### config.mk
export PLATFORM = sky130hd
export DESIGN_NAME = bcd_to_8segment
export DESIGN_NICKNAME = d
export VERILOG_FILES = /design/src/rtl/seg_pkg.sv /design/src/rtl/bcd_seg_lut.sv /design/src/rtl/bcd_to_8segment.sv
export SDC_FILE = /design/constraint.sdc
export NUM_CORES = 1
export LEC_CHECK = 0
export CELL_PAD_IN_SITES_DETAIL_PLACEMENT = 1
export CELL_PAD_IN_SITES_GLOBAL_PLACEMENT = 2
export CORE_MARGIN = 2
export CORE_UTILIZATION = 25
export CTS_CLUSTER_DIAMETER = 40
export DETAILED_ROUTE_END_ITERATION = 12
export PLACE_DENSITY = 0.79
export SLEW_MARGIN = 5
export SYNTH_ARGS = -nofsm -noshare
export SYNTH_HDL_FRONTEND = slang
export SYNTH_HIERARCHICAL = 1
export SYNTH_SLANG_ARGS = --single-unit
### constraint.sdc
create_clock -name clock -period 2 [get_ports clock]
set_input_delay 0.3 -clock clock [delete_from_list [all_inputs] [get_ports clock]]
set_output_delay 0.3 -clock clock [all_outputs]
set_load 0.01 [all_outputs]
### src/rtl/seg_pkg.sv
// Shared segment-pattern constants for the BCD seven-segment decoder.
// Patterns are active-low, common-anode, ordered {g,f,e,d,c,b,a}.
package seg_pkg;

    typedef logic [7:0] seg_t;

    localparam logic [6:0] SEG_0 = 7'h40;
    localparam logic [6:0] SEG_1 = 7'h79;
    localparam logic [6:0] SEG_2 = 7'h24;
    localparam logic [6:0] SEG_3 = 7'h30;
    localparam logic [6:0] SEG_4 = 7'h19;
    localparam logic [6:0] SEG_5 = 7'h12;
    localparam logic [6:0] SEG_6 = 7'h02;
    localparam logic [6:0] SEG_7 = 7'h78;
    localparam logic [6:0] SEG_8 = 7'h00;
    localparam logic [6:0] SEG_9 = 7'h10;
    localparam logic [6:0] SEG_A = 7'h08;
    localparam logic [6:0] SEG_B = 7'h03;
    localparam logic [6:0] SEG_C = 7'h46;
    localparam logic [6:0] SEG_D = 7'h21;
    localparam logic [6:0] SEG_E = 7'h06;
    localparam logic [6:0] SEG_F = 7'h0E;

    localparam logic [6:0] SEG_DARK7  = 7'h7F;
    localparam seg_t       SEG_BLANK  = 8'hFF;
    localparam seg_t       SEG_ALL_ON = 8'h00;

endpackage

### src/rtl/bcd_seg_lut.sv
// Combinational 4-bit digit to 7-segment glyph lookup (active-low).
// Build macro BCD_HEX_EN: defined shows A-F for codes 10-15, undefined darkens them.
module bcd_seg_lut
    import seg_pkg::*;
(
    input  logic [3:0] num,
    output logic [6:0] pattern
);

    // Glyph decode; non-BCD codes depend on the build option
    always_comb begin
        pattern = SEG_DARK7;
        case (num)
            4'd0:    pattern = SEG_0;
            4'd1:    pattern = SEG_1;
            4'd2:    pattern = SEG_2;
            4'd3:    pattern = SEG_3;
            4'd4:    pattern = SEG_4;
            4'd5:    pattern = SEG_5;
            4'd6:    pattern = SEG_6;
            4'd7:    pattern = SEG_7;
            4'd8:    pattern = SEG_8;
            4'd9:    pattern = SEG_9;
`ifdef BCD_HEX_EN
            4'd10:   pattern = SEG_A;
            4'd11:   pattern = SEG_B;
            4'd12:   pattern = SEG_C;
            4'd13:   pattern = SEG_D;
            4'd14:   pattern = SEG_E;
            4'd15:   pattern = SEG_F;
`endif
            default: pattern = SEG_DARK7;
        endcase
    end

endmodule

### src/rtl/bcd_to_8segment.sv
// Registered BCD-to-seven-segment digit driver with DP, lamp test, blanking and ripple blanking.
// Build macro BCD_HEX_EN selects hex glyphs for codes 10-15 (see bcd_seg_lut).
module bcd_to_8segment
    import seg_pkg::*;
(
    input  logic       clock,
    input  logic       reset,
    input  logic [3:0] num,
    input  logic       dp,
    input  logic       blank,
    input  logic       lamp_test,
    input  logic       rbi,
    output logic [7:0] seg,
    output logic       rbo
);

    logic [6:0] glyph_s;
    seg_t       seg_next_s;
    logic       rbo_next_s;
    seg_t       seg_r;
    logic       rbo_r;

    bcd_seg_lut u_lut (
        .num     (num),
        .pattern (glyph_s)
    );

    // Override priority: lamp test beats blank beats ripple blank beats normal decode
    always_comb begin
        seg_next_s = SEG_BLANK;
        rbo_next_s = 1'b0;
        if (lamp_test) begin
            seg_next_s = SEG_ALL_ON;
        end else if (blank) begin
            seg_next_s = SEG_BLANK;
        end else if (rbi && (num == 4'd0)) begin
            // A suppressed leading zero also darkens its DP and tells the next digit down
            seg_next_s = SEG_BLANK;
            rbo_next_s = 1'b1;
        end else begin
            seg_next_s = {~dp, glyph_s};
        end
    end

    // Output register with synchronous reset to a dark digit
    always_ff @(posedge clock) begin
        if (reset) begin
            seg_r <= SEG_BLANK;
            rbo_r <= 1'b0;
        end else begin
            seg_r <= seg_next_s;
            rbo_r <= rbo_next_s;
        end
    end

    assign seg = seg_r;
    assign rbo = rbo_r;

endmodule

==> results of run 1 <==
-- worst min-delay path by stage --
stage | end | slack (ps) | cells after the start
floorplan | rbo | 370 | 1
global placement | seg[7] | 880 | 2
detailed placement | seg[7] | 890 | 2
CTS | seg[7] | 610 | 2
global route | seg[7] | 630 | 2
finish | seg[7] | 610 | 2
-- flip-flops by register name, indices dropped and copies added, names as in the netlist --
register  cells
seg           8
rbo           1
-- worst max-delay path: cells and delay by family --
family | cells | cell delay (ps)
fa+ha+maj | 1 | 180
compound gates | 2 | 250
buf+inv | 2 | 560
simple gates | 3 | 460
-- report_power, final --
group | switching, W | internal (W) | total [W]
clock | 0.0000628 | 0.0000769 | 0.000140
sequential | 0.00000329 | 0.000192 | 0.000196
combinational | 0.0000524 | 0.0000616 | 0.000114
-- through the flow --
stage	cell area (µm²)	total power, W	utilization (%)
after global placement	742	0.000313	37.4
after global routing	768	0.000482	38.8
final	768	0.000449	38.8
after detailed placement	742	0.000316	37.4
after floorplan	528	0.000255	-
after CTS	768	0.000458	38.8
-- routing by layer --
layer / part of all wire (%) / track usage, %
met4: 0 / 2.78
met3: 4.0 / 3.64
met1: 43 / 13.6
met5: 0 / 0
met2: 53 / 22.2
-- kinds of logic after synthesis --
| logic type | after synthesis | synth area share (%) |
|---|---|---|
| simple gates | 25 | 26.8 |
| flops | 9 | 34.1 |
| fa+ha+maj | 5 | 11.8 |
| compound gates | 18 | 19.4 |
| buf+inv | 8 | 7.82 |
-- cells in the mapped netlist, types with 2 or more instances --
master and count:
ha_1 5, nand2b_1 4, dfxtp_1 9, nor2_1 6, buf_2 3, nor3_1 7, inv_1 3, nand2_1 2
a21oi_1 9, nor4_2 2, o21ai_0 6
-- layout make-up --
cell class / instances / area [µm²] / area share (%)
Clock buffer: 4 / 26.3 / 3.42
Inverter: 3 / 11.3 / 1.47
Multi-Input combinational cell: 48 / 307 / 39.9
Sequential cell: 9 / 180 / 23.5
Tap cell: 27 / 33.8 / 4.40
Timing Repair Buffer: 22 / 210 / 27.4
-- placed cells by master (no fill, tap or decap) --
cell,n
a31oi_1,1
nor3_1,7
or2b_1,1
nand2_2,1
nor4_2,2
nand2b_1,4
clkbuf_4,3
nor2_1,6
buf_4,4
clkbuf_1,1
ha_1,5
a21oi_2,1
a21oi_1,9
o21ai_0,6
a31oi_2,1
nand2_1,2
dfxtp_1,9
nor2b_1,1
or2_1,1
inv_1,3
clkdlybuf4s50_1,18
==> results.py, run 1 <==
metrics = {
    "grt": {
        "overflow": 0,
        "grt_max_degree": 12,
        "grt_pass1_vias": 550,
        "antenna_found_initial": 0,
        "grt_util_all_layers_pct": 12.1,
        "grt_pass1_wl_um": 2350,
    },
    "sta": {
        "fmax_mhz": 611,
        "period_minus_slack_ps": 1640,
        "rsz0062_at_grt": "no",
        "tns_ps": 0,
        "setup_slack_ps": 362,
        "setup_viol": 0,
        "worstMarginPinSlew_ps": 577,
        "period_share_pct": 81.9,
        "max-slew-margin-rel_pct": 61.5,
        "hold_viol": 0,
        "whs_ps": 608,
        "maxSlewViolCount": 0,
    },
    "placed_design": {
        "port_buffers": 18,
        "gp_congestion": 0.699,
        "dpl.hpwl_um": 989,
        "place_inst": 109,
        "post-place-ws_ps": 84.8,
    },
    "finish": {
        "fillerInstances": 244,
        "final_layout_size_suffix_gt1_share_pct": 14.0,
        "n_antenna_cell": 0,
        "areaGrowthSynthToFinish_pct": 45.5,
        "nets": 102,
        "instances_no_fill": 113,
    },
    "critical_path": {
        "crit_path_end_kind": "flip-flop",
        "critPathRequiredTime_ps": 2120,
        "crit_arrival_ps": 1750,
        "crit_slowest_cell": "clkdlybuf4s50_1",
        "critPathCapture": "seg[0]",
        "worstSetupStartpointType": "primary input",
        "cp_slowest_stage_delay_ps": 480,
        "worstSetupStartpoint": "num[1]",
        "path_cells": "clkdlybuf4s50_1 -> inv_1 -> ha_1 -> or2_1 -> a21oi_2 -> nor2_1 -> nor3_1 -> a21oi_1",
        "path_max_fanout": 4,
        "setup.worst_path.class": "in2reg",
    },
    "logic_synthesis": {
        "synth_area_um2": 528,
        "avgSynthCellArea_um2": 8.12,
        "synthFlopType": "dfxtp_1",
        "yosysWarnings": 6,
        "syn_nets": 80,
        "synthArstFlopShare_pct": 0,
        "synth_edf_count": 0,
        "netlist_instances": 65,
        "yosysTopAreaCell": "dfxtp_1",
        "synth-seq-area-share_pct": 34.1,
        "netlist_top_cells_area": "dfxtp_1, ha_1, a21oi_1",
        "synth.distinct_cells": 20,
        "synth_seq_cells": 9,
        "synth_top_area_share_pct": 34.1,
    },
    "cts": {
        "post_cts_buffers": 0,
        "cts.path.max_buffers": 2,
        "cts_tree": "done",
        "cts_sinks": 9,
        "hold_buffers": 0,
        "numCtsBuffers": 3,
        "clk_pin_slew_ps": 60,
        "cts-htree-levels": 1,
        "cts_root_buf": "clkbuf_4",
        "post_cts_resized": 0,
    },
    "drt": {
        "drtPass1Iterations": 3,
        "wire_per_inst_um": 11.0,
        "route.vias.total": 533,
        "routed_wirelength_um": 1240,
        "drt_iter0_drc": 8,
        "drc_errors": 0,
        "ant_nets": 0,
        "viasPerCell": 4.72,
    },
    "status": {
        "status": "completed",
    },
    "floorplanning": {
        "std_cell_rows": 16,
        "die_height_um": 50.0,
        "dieArea_um2": 2500,
        "die_x_um": 50.0,
        "io-pin-count": 19,
        "coreArea_um2": 1980,
        "initial_core_util_pct": 26.6,
    },
    "pwr": {
        "power_density_nw_per_um2": 585,
        "leakagePower_nw": 0.301,
        "ir_worst_vdd_mv": 0.346,
    },
    "hold_path": {
        "min_path_type": "in2reg",
        "hp-start": "dp",
    },
    "flow_run": {
        "max_cap_violations": 0,
    },
}
Note: power is estimated with default switching activity, not from simulation.
==> run 2, diff against run 1 <==
--- a/config.mk
+++ b/config.mk
@@ -7,11 +7,12 @@
 export LEC_CHECK = 0
 export CELL_PAD_IN_SITES_DETAIL_PLACEMENT = 1
 export CELL_PAD_IN_SITES_GLOBAL_PLACEMENT = 2
+export CORE_ASPECT_RATIO = 0.6
 export CORE_MARGIN = 2
-export CORE_UTILIZATION = 25
+export CORE_UTILIZATION = 23
 export CTS_CLUSTER_DIAMETER = 40
 export DETAILED_ROUTE_END_ITERATION = 12
-export PLACE_DENSITY = 0.79
+export PLACE_DENSITY = 0.74
 export SLEW_MARGIN = 5
 export SYNTH_ARGS = -nofsm -noshare
 export SYNTH_HDL_FRONTEND = slang
==> constraint.sdc (replaced) <==
create_clock -name clock -period 1.6 [get_ports clock]
set_input_delay 0.24 -clock clock [delete_from_list [all_inputs] [get_ports clock]]
set_output_delay 0.24 -clock clock [all_outputs]
set_load 0.01 [all_outputs]
==> run 2 against run 1 <==
Critical path depth shrank 2. Routed wire length grew 17%. Critical endpoint is now seg[3]. Combinational power grew 32%. Non-clock buffer count increased by 4. Hold slack got worse by 26 ps.
==> results.py, run 2 (synthesis gave the netlist of run 1 again) <==
metrics = {
    "grt": {
        "grt_max_degree": 10,
        "grt_pass1_vias": 507,
        "grt_util_all_layers_pct": 12.5,
        "antenna_found_initial": 0,
        "overflow": 0,
        "grt_pass1_wl_um": 2320,
    },
    "cts": {
        "cts.path.max_buffers": 2,
        "numCtsBuffers": 3,
        "cts_tree": "done",
        "cts-htree-levels": 1,
        "cts_sinks": 9,
        "cts_root_buf": "clkbuf_8",
        "clk_pin_slew_ps": 40,
    },
    "sta": {
        "maxSlewViolCount": 0,
        "setup_viol": 0,
        "period_share_pct": 92.0,
        "whs_ps": 582,
        "max-slew-margin-rel_pct": 58.9,
        "hold_viol": 0,
        "setup_slack_ps": 129,
        "period_minus_slack_ps": 1470,
        "fmax_mhz": 680,
        "worstMarginPinSlew_ps": 615,
        "rsz0062_at_grt": "no",
    },
    "hold_path": {
        "holdPathStages": 5,
        "min_path_type": "in2reg",
    },
    "pwr": {
        "power_density_nw_per_um2": 792,
        "leakagePower_nw": 0.345,
        "ir_worst_vdd_mv": 0.401,
    },
    "finish": {
        "multi_input_area_um2": 309,
        "fillerInstances": 271,
        "mostFrequentLayoutCells": "clkdlybuf4s50_1, a21oi_1, dfxtp_1",
        "areaGrowthSynthToFinish_pct": 56.9,
        "nets": 106,
        "final_common_cell": "clkdlybuf4s50_1",
        "final_layout_size_suffix_gt1_share_pct": 20.0,
        "ff_latch_area_um2": 180,
        "final_util_pct": 38.3,
        "largest_reg_flops": 8,
        "n_antenna_cell": 0,
    },
    "floorplanning": {
        "die_height_um": 41.1,
        "io-pin-count": 19,
        "initial_core_util_pct": 24.4,
        "die_x_um": 65.9,
        "coreArea_um2": 2160,
        "std_cell_rows": 13,
        "dieArea_um2": 2710,
    },
    "critical_path": {
        "crit_slowest_cell": "clkdlybuf4s50_1",
        "setup.worst_path.class": "in2reg",
        "worstSetupStartpointType": "primary input",
        "path_max_fanout": 4,
        "path_cells": "clkdlybuf4s50_1 -> or2b_1 -> a21oi_2 -> a31oi_1 -> nor3_1 -> a21oi_1",
        "crit_path_end_kind": "flip-flop",
        "cp_slowest_stage_delay_ps": 530,
        "critPathRequiredTime_ps": 1690,
        "crit_arrival_ps": 1560,
    },
    "drt": {
        "drtPass1Iterations": 3,
        "drc_errors": 0,
        "route.vias.total": 544,
        "viasPerCell": 4.53,
        "routed_wirelength_um": 1450,
        "ant_nets": 0,
        "drt_iter0_drc": 5,
        "wire_per_inst_um": 12.1,
    },
    "placed_design": {
        "post-place-ws_ps": -242,
        "dpl.hpwl_um": 1100,
        "port_buffers": 18,
        "gp_congestion": 0.755,
    },
    "status": {
        "status": "completed",
    },
    "flow_run": {
        "max_cap_violations": 0,
    },
}
[run 2: changes by cell type in the layout (fill, tap and decap cells not counted), sizes merged]
| cell | previous run | this run |
|---|---|---|
| buf | 4 | 8 |
| clkdlybuf4s50 | 18 | 16 |
| dlymetal6s2s | 0 | 2 |
[run 2: area by class of cell]
| cell class | instances | area share, % |
|---|---|---|
| Clock buffer | 4 | 5.44 |
| Inverter | 3 | 1.36 |
| Multi-Input combinational cell | 48 | 37.3 |
| Sequential cell | 9 | 21.8 |
| Tap cell | 30 | 4.53 |
| Timing Repair Buffer | 26 | 29.6 |
[run 2: final timing paths]
path,startpoint,to,slack [ps]
worst max-delay path,num[3],seg[3],130
worst min-delay path,num[1],seg[1],580
[run 2: per-layer routing]
metal	up-vias	GRT usage [%]	routed length, µm
met5	-	0	0
met4	0	4.69	8
met3	2	5.22	93
met2	14	21.0	673
met1	258	14.7	673
li1	270	-	-
[run 2: per-stage QoR]
stage / total power, W / instances / instance area [µm²] / TNS [ps]
after floorplan: 0.000319 / 65 / 528 / 0
after global placement: 0.000399 / 116 / 776 / -1030
after detailed placement: 0.000403 / 116 / 776 / -1310
after CTS: 0.000668 / 120 / 821 / 0
after global routing: 0.000694 / 120 / 828 / 0
final: 0.000656 / 120 / 828 / 0
[run 2: repair_timing]
action,4_1_cts,5_1_grt
pin swaps,0,2
gates resized for setup,1,3
hold buffers,0,0
buffers inserted,0,0
setup endpoints to repair,1,7
[run 2: worst max-delay path, delay by kind of cell]
family                 cells  cell delay, ps
AOI/OAI and AO/OA          3             310
buffers and inverters      1             530
and+or+nand+nor            2             480
[run 2: power breakdown]
| group | internal, W | switching (W) | leakage, nW | total, W |
|---|---|---|---|---|
| Combinational | 0.0000827 | 0.0000687 | 0.247 | 0.000151 |
| Clock | 0.000173 | 0.0000858 | 0.0228 | 0.000259 |
| Sequential | 0.000242 | 0.00000409 | 0.0753 | 0.000246 |
| Total | 0.000498 | 0.000159 | 0.345 | 0.000656 |
==> patch 1: new RTL, config.mk and constraints of run 2 <==
Register the inputs `num`, `dp`, `blank`, `lamp_test` and `rbi` before use. The logic sees them one clock later.
--- a/src/rtl/bcd_to_8segment.sv
+++ b/src/rtl/bcd_to_8segment.sv
@@ -16,2 +16,16 @@
 
+    logic [3:0] num_q;
+    logic dp_q;
+    logic blank_q;
+    logic lamp_test_q;
+    logic rbi_q;
+
+    always_ff @(posedge clock) begin
+        num_q       <= num;
+        dp_q        <= dp;
+        blank_q     <= blank;
+        lamp_test_q <= lamp_test;
+        rbi_q       <= rbi;
+    end
+
     logic [6:0] glyph_s;
@@ -23,3 +37,3 @@
     bcd_seg_lut u_lut (
-        .num     (num),
+        .num     (num_q),
         .pattern (glyph_s)
@@ -31,7 +45,7 @@
         rbo_next_s = 1'b0;
-        if (lamp_test) begin
+        if (lamp_test_q) begin
             seg_next_s = SEG_ALL_ON;
-        end else if (blank) begin
+        end else if (blank_q) begin
             seg_next_s = SEG_BLANK;
-        end else if (rbi && (num == 4'd0)) begin
+        end else if (rbi_q && (num_q == 4'd0)) begin
             // A suppressed leading zero also darkens its DP and tells the next digit down
@@ -40,3 +54,3 @@
         end else begin
-            seg_next_s = {~dp, glyph_s};
+            seg_next_s = {~dp_q, glyph_s};
         end
Check against the original RTL: not equivalent (a bounded check fails within 4 cycles, from zero or initial values and one cycle with reset high).
==> patch 1 against run 2 <==
  * Core utilization decreased by 4.7 points
  * Critical path depth unchanged
  * Area after synthesis is 30% higher
  * Die area grew 28%
  * Sequential share of layout area is 14 points higher
  * Cell count increased by 12%
  * Sequential cell count is 8 higher
  * Setup slack better by 3.5 ps
  * Total power up 39%
  * Cell area is 16% higher
  * Wire length rose by 5.0%
  * Count of clock-buffer cells in the layout is 1 lower
  * Critical path type is now reg2reg
  * Largest cell class is now flip-flops and latches
==> patch 1: results (changes against run 2) <==
Yosys
  • Top post-synthesis cells by area: sky130_fd_sc_hd__dfxtp_1 49%, sky130_fd_sc_hd__ha_1 9.1%, sky130_fd_sc_hd__a21oi_1 6.5%, sky130_fd_sc_hd__nor3_1 5.1%, sky130_fd_sc_hd__o21ai_0 4.4%
  • List of most frequent post-synthesis cells: 17 x sky130_fd_sc_hd__dfxtp_1, 9 x sky130_fd_sc_hd__a21oi_1, 7 x sky130_fd_sc_hd__nor3_1
  • Fraction of the mapped netlist area in compound gates: 0.149 (-0.0452)
  • Async set-or-reset flop fraction in the synthesized netlist: 0 (unchanged)
  • Proportion of synthesized chip area in sequential cells: 0.495 (+0.153)
  • Synthesized netlist net count: 88 (+10%)
  • Post-Synth Adder-Cell Area: 0.0909 (-0.0276)

Global routing
  • Largest net degree at the start of global routing: 13 (+3)
  • Wire length of the first global-routing pass: 2400 µm (+3.6%)
  • Vias in the first global route: 483 (-4.7%)
  • Total routing usage reported by global routing: 0.0978 (-0.0268)

Clock tree
  • Later-pin clock latency in the skew report: 250 ps
  • Clk slew on worst S/H paths: 70 ps (+30 ps)
  • Deepest level of the CTS H-tree: 1 (unchanged)

Placed design
  • Placed inst area: 906 µm² (+17%)
  • Dpl hpwl: 1200 µm (+9.0%)
  • DP Worst Slack: 18.6 ps (+261 ps)
  • Routability cong.: 0.775 (+2.6%)

Detailed routing
  • Highest routed layer: met4
  • Wire length on met3: 74 µm (-20%)
  • DRT met1 WL: 800 µm (+19%)
  • Routed met2 length: 634 µm (-5.8%)
  • Number of detailed-route iterations in the first pass: 4 (+1)
  • Count of vias placed by the detailed router: 567 (+4.2%)
  • Total wire length after detailed routing: 1520 µm (+5.0%)
  • Iteration-0 DRC Markers: 11 (+6)

Hold path
  • Cell depth of the worst min-delay path: 1 (-4)
  • Hold path startpoint: num[0]
  • Worst-case hold path end point: num_q[0]

Run status
  • Run status: completed

Setup path
  • Launching element of the worst setup path: num_q[0]
  • Peak fanout along the critical path: 5 (+1)
  • Critical-path cell with the highest stage delay: sky130_fd_sc_hd__dfxtp_4
  • Register-to-register path setup slack: 130 ps
  • Family of cells with the greatest summed delay on the critical path: flip-flops
  • Largest incremental delay on the critical path: 380 ps (-150 ps)

Power
  • Max rail drop VDD: 0.478 mV (+19%)
  • Leakage Power: 0.369 nW (+7.2%)

Cells and area
  • Final-stage net count: 108 (+1.9%)
  • Fraction of final layout cells with drive strength greater than 1: 0.141 (-0.0587)

Timing
  • Max-Slew Margin vs Limit: 0.580 (-0.00901)
## patch 1: cell types whose count changed in the layout (fill, tap and decap cells not counted), sizes merged
cell	run 2	this run
dfxtp	9	17
buf	8	2
clkdlybuf4s50	16	18
dlymetal6s2s	2	0
clkbuf	4	3
clkinv	0	1
## patch 1: timing repair
action | CTS | global route
gates cloned | 0 | 0
pin swaps | 0 | 0
setup endpoints to repair | 1 | 3
gates resized for setup | 1 | 2
## patch 1: worst max path at each step
stage | endpoint | slack (ps)
finish | seg[1] | 130
global route | seg[1] | 2
CTS | seg[1] | 90
detailed placement | seg[1] | 20
global placement | seg[1] | 50
floorplan | seg[3] | 160
## patch 1: area by class of cell
| class | instances | area, µm² |
|---|---|---|
| fill | 351 | 1900 |
| tap | 42 | 52.6 |
| multi-input combinational | 48 | 307 |
| clock inverter | 1 | 5.00 |
| timing repair buffer | 20 | 195 |
| inverter | 3 | 11.3 |
| clock buffer | 3 | 41.3 |
| sequential | 17 | 345 |
## patch 1: power by group
part,internal [W],switching (W)
clock network,0.000172,0.000138
logic,0.0000735,0.0000546
registers,0.000450,0.0000198
## patch 1: cells by family after synthesis
kind of cell / Yosys count
compound gates: 18
fa+ha+maj: 5
buf+inv: 8
flops: 17
simple gates: 25
## patch 1: layer usage
metal,up-vias,global-route usage
li1,283,-
met3,2,0.0525
met2,17,0.127
met1,265,0.143
met5,-,0
met4,0,0.0107
## patch 1: per-stage QoR
step / hold WS (ps) / instances
after floorplan: 268 / 73
after global placement: 414 / 130
after detailed placement: 434 / 130
after CTS: 417 / 134
after global routing: 404 / 134
final: 420 / 134
==> patch 2: new RTL, config.mk and constraints of run 2 <==
Made on the original files. Add a define of `BCD_HEX_EN`.
--- a/src/rtl/bcd_seg_lut.sv
+++ b/src/rtl/bcd_seg_lut.sv
@@ -2,2 +2,4 @@
 // Build macro BCD_HEX_EN: defined shows A-F for codes 10-15, undefined darkens them.
+`define BCD_HEX_EN
+
 module bcd_seg_lut
Check against the original RTL: not equivalent (Yosys sat finds a counterexample within 4 cycles, from zero or initial values and one cycle with reset high).
==> patch 2 against run 2 <==
  * Wire length is 8.5% higher
  * Cell area is 14% higher
  * Setup slack worse by 18 ps
  * Sequential cell count stayed put
  * Largest cell class unchanged
  * Core utilization hardly changed
  * Area after synthesis is 12% higher
  * Total power is 6.7% higher
==> patch 2: results (changes against run 2) <==
Setup path
  • Critical-path cell with the highest stage delay: sky130_fd_sc_hd__mux2_2
  • WP data arrival: 1580 ps (+20 ps)
  • Largest incremental delay on the critical path: 270 ps (-260 ps)

Yosys
  • Top post-synthesis cells by area: sky130_fd_sc_hd__dfxtp_1 30%, sky130_fd_sc_hd__ha_1 15%, sky130_fd_sc_hd__a21oi_1 6.8%, sky130_fd_sc_hd__mux2i_1 6.8%, sky130_fd_sc_hd__nor3_1 5.9%
  • Synthesized netlist net count: 81 (+1.3%)
  • Cell variety after synth: 22 (+10%)
  • List of most frequent post-synthesis cells: 9 x sky130_fd_sc_hd__dfxtp_1, 8 x sky130_fd_sc_hd__a21oi_1, 7 x sky130_fd_sc_hd__ha_1, 7 x sky130_fd_sc_hd__nor3_1, 6 x sky130_fd_sc_hd__nor2_1
  • Syn avg cell area: 9.27 µm² (+14%)
  • Dominant register cell in the synthesized netlist: sky130_fd_sc_hd__dfxtp_1
  • Proportion of synthesized chip area in sequential cells: 0.304 (-0.0374)

Hold path
  • Class of the tightest hold or removal check: in2reg

Global routing
  • Wire length of the first global-routing pass: 2480 µm (+7.2%)
  • Total routing usage reported by global routing: 0.107 (-0.0174)
  • Vias in the first global route: 551 (+8.7%)

Power
  • Max rail drop VDD: 0.262 mV (-35%)
  • Leakage Power: 0.408 nW (+19%)

Detailed routing
  • Routed vias/inst: 4.53 (about the same)
  • Iteration-0 DRC Markers: 11 (+6)
  • Number of detailed-route iterations in the first pass: 4 (+1)
  • Routed len/inst: 12.5 µm (+3.3%)

Placed design
  • Dpl hpwl: 1300 µm (+18%)
  • # placed instances: 122 (+5.2%)
  • Routability cong.: 0.740 (-2.0%)

Timing
  • Slew at the pin closest to its max-slew limit: 605 ps (-10.8 ps)
  • Endpoints failing hold: 0 (unchanged)

Cells and area
  • Flip-flop count of the largest register, all copies and words added: 8 (unchanged)
  • Fraction of final layout cells with drive strength greater than 1: 0.319 (+0.119)
  • Count of placed standard cells in the final layout, fillers left out: 126 (+5.0%)
  • Final-stage net count: 112 (+5.7%)
  • Diodes inserted: 0 (unchanged)

Clock tree
  • Deepest level of the CTS H-tree: 1 (unchanged)
  • Clk slew on worst S/H paths: 50 ps

Run status
  • Run status: completed
patch 2: cell count changes after synthesis, moves of 2 or more:
cell | run 2 | this run
sky130_fd_sc_hd__mux2i_1 | 0 | 4
sky130_fd_sc_hd__o21ai_0 | 6 | 2
sky130_fd_sc_hd__a22o_1 | 0 | 2
sky130_fd_sc_hd__ha_1 | 5 | 7
sky130_fd_sc_hd__nand2b_1 | 4 | 0
patch 2: worst paths after layout:
check             startpoint      to  slack [ps]  cells past startpoint
setup / recovery      num[1]  seg[6]         110                      8
hold / removal     lamp_test     rbo         580                      2
patch 2: area by class of cell:
| cell class | count | area [µm²] |
|---|---|---|
| fill | 286 | 1530 |
| tap | 32 | 40.0 |
| inverter | 3 | 11.3 |
| timing repair buffer | 31 | 274 |
| clock buffer | 3 | 41.3 |
| clock inverter | 1 | 5.00 |
| sequential | 9 | 180 |
| multi-input combinational | 47 | 393 |
patch 2: cells by family (layout without fill, tap and decap cells):
logic type	after synthesis	in the layout	synth area share
DFF	9	9	0.304
buffers and inverters	8	38	0.0696
AOI/OAI and AO/OA	14	14	0.152
and+or+nand+nor	20	20	0.196
muxes	6	6	0.131
adders and majority gates	7	7	0.148
patch 2: what timing repair did:
item	CTS	global route
buffers inserted	0	0
hold buffers	0	0
pin swaps	1	0
setup endpoints to repair	7	6
gates resized for setup	7	5
patch 2: report_power, final:
part / internal, W / total (W) / switching (W)
combinational: 0.000106 / 0.000189 / 0.0000838
clock: 0.000170 / 0.000263 / 0.0000932
sequential: 0.000243 / 0.000247 / 0.00000433
patch 2: worst max-delay path: cells and delay by family:
kind            cells  cell delay [ps]
compound gates      2              280
simple gates        1              170
fa+ha+maj           1              190
buf+inv             3              450
mux                 1              270
patch 2: per-layer routing:
metal / wire [µm] / global-route usage / vias to the layer above / share of wire
met5: 0 / 0 / - / 0
met2: 659 / 0.148 / 11 / 0.42
met3: 63 / 0.0442 / 2 / 0.040
li1: - / - / 289 / -
met1: 840 / 0.156 / 269 / 0.53
met4: 9 / 0.0235 / 0 / 0.0057
patch 2: stage by stage:
step                 util  hold WS [ps]  setup WS (ps)  area [µm²]
CTS                 0.378           577           30.0         933
finish              0.382           578            111         945
global route        0.382           599           12.3         945
detailed placement  0.357           820           -494         881
floorplan               -           311            153         593
global placement    0.357           814           -442         881
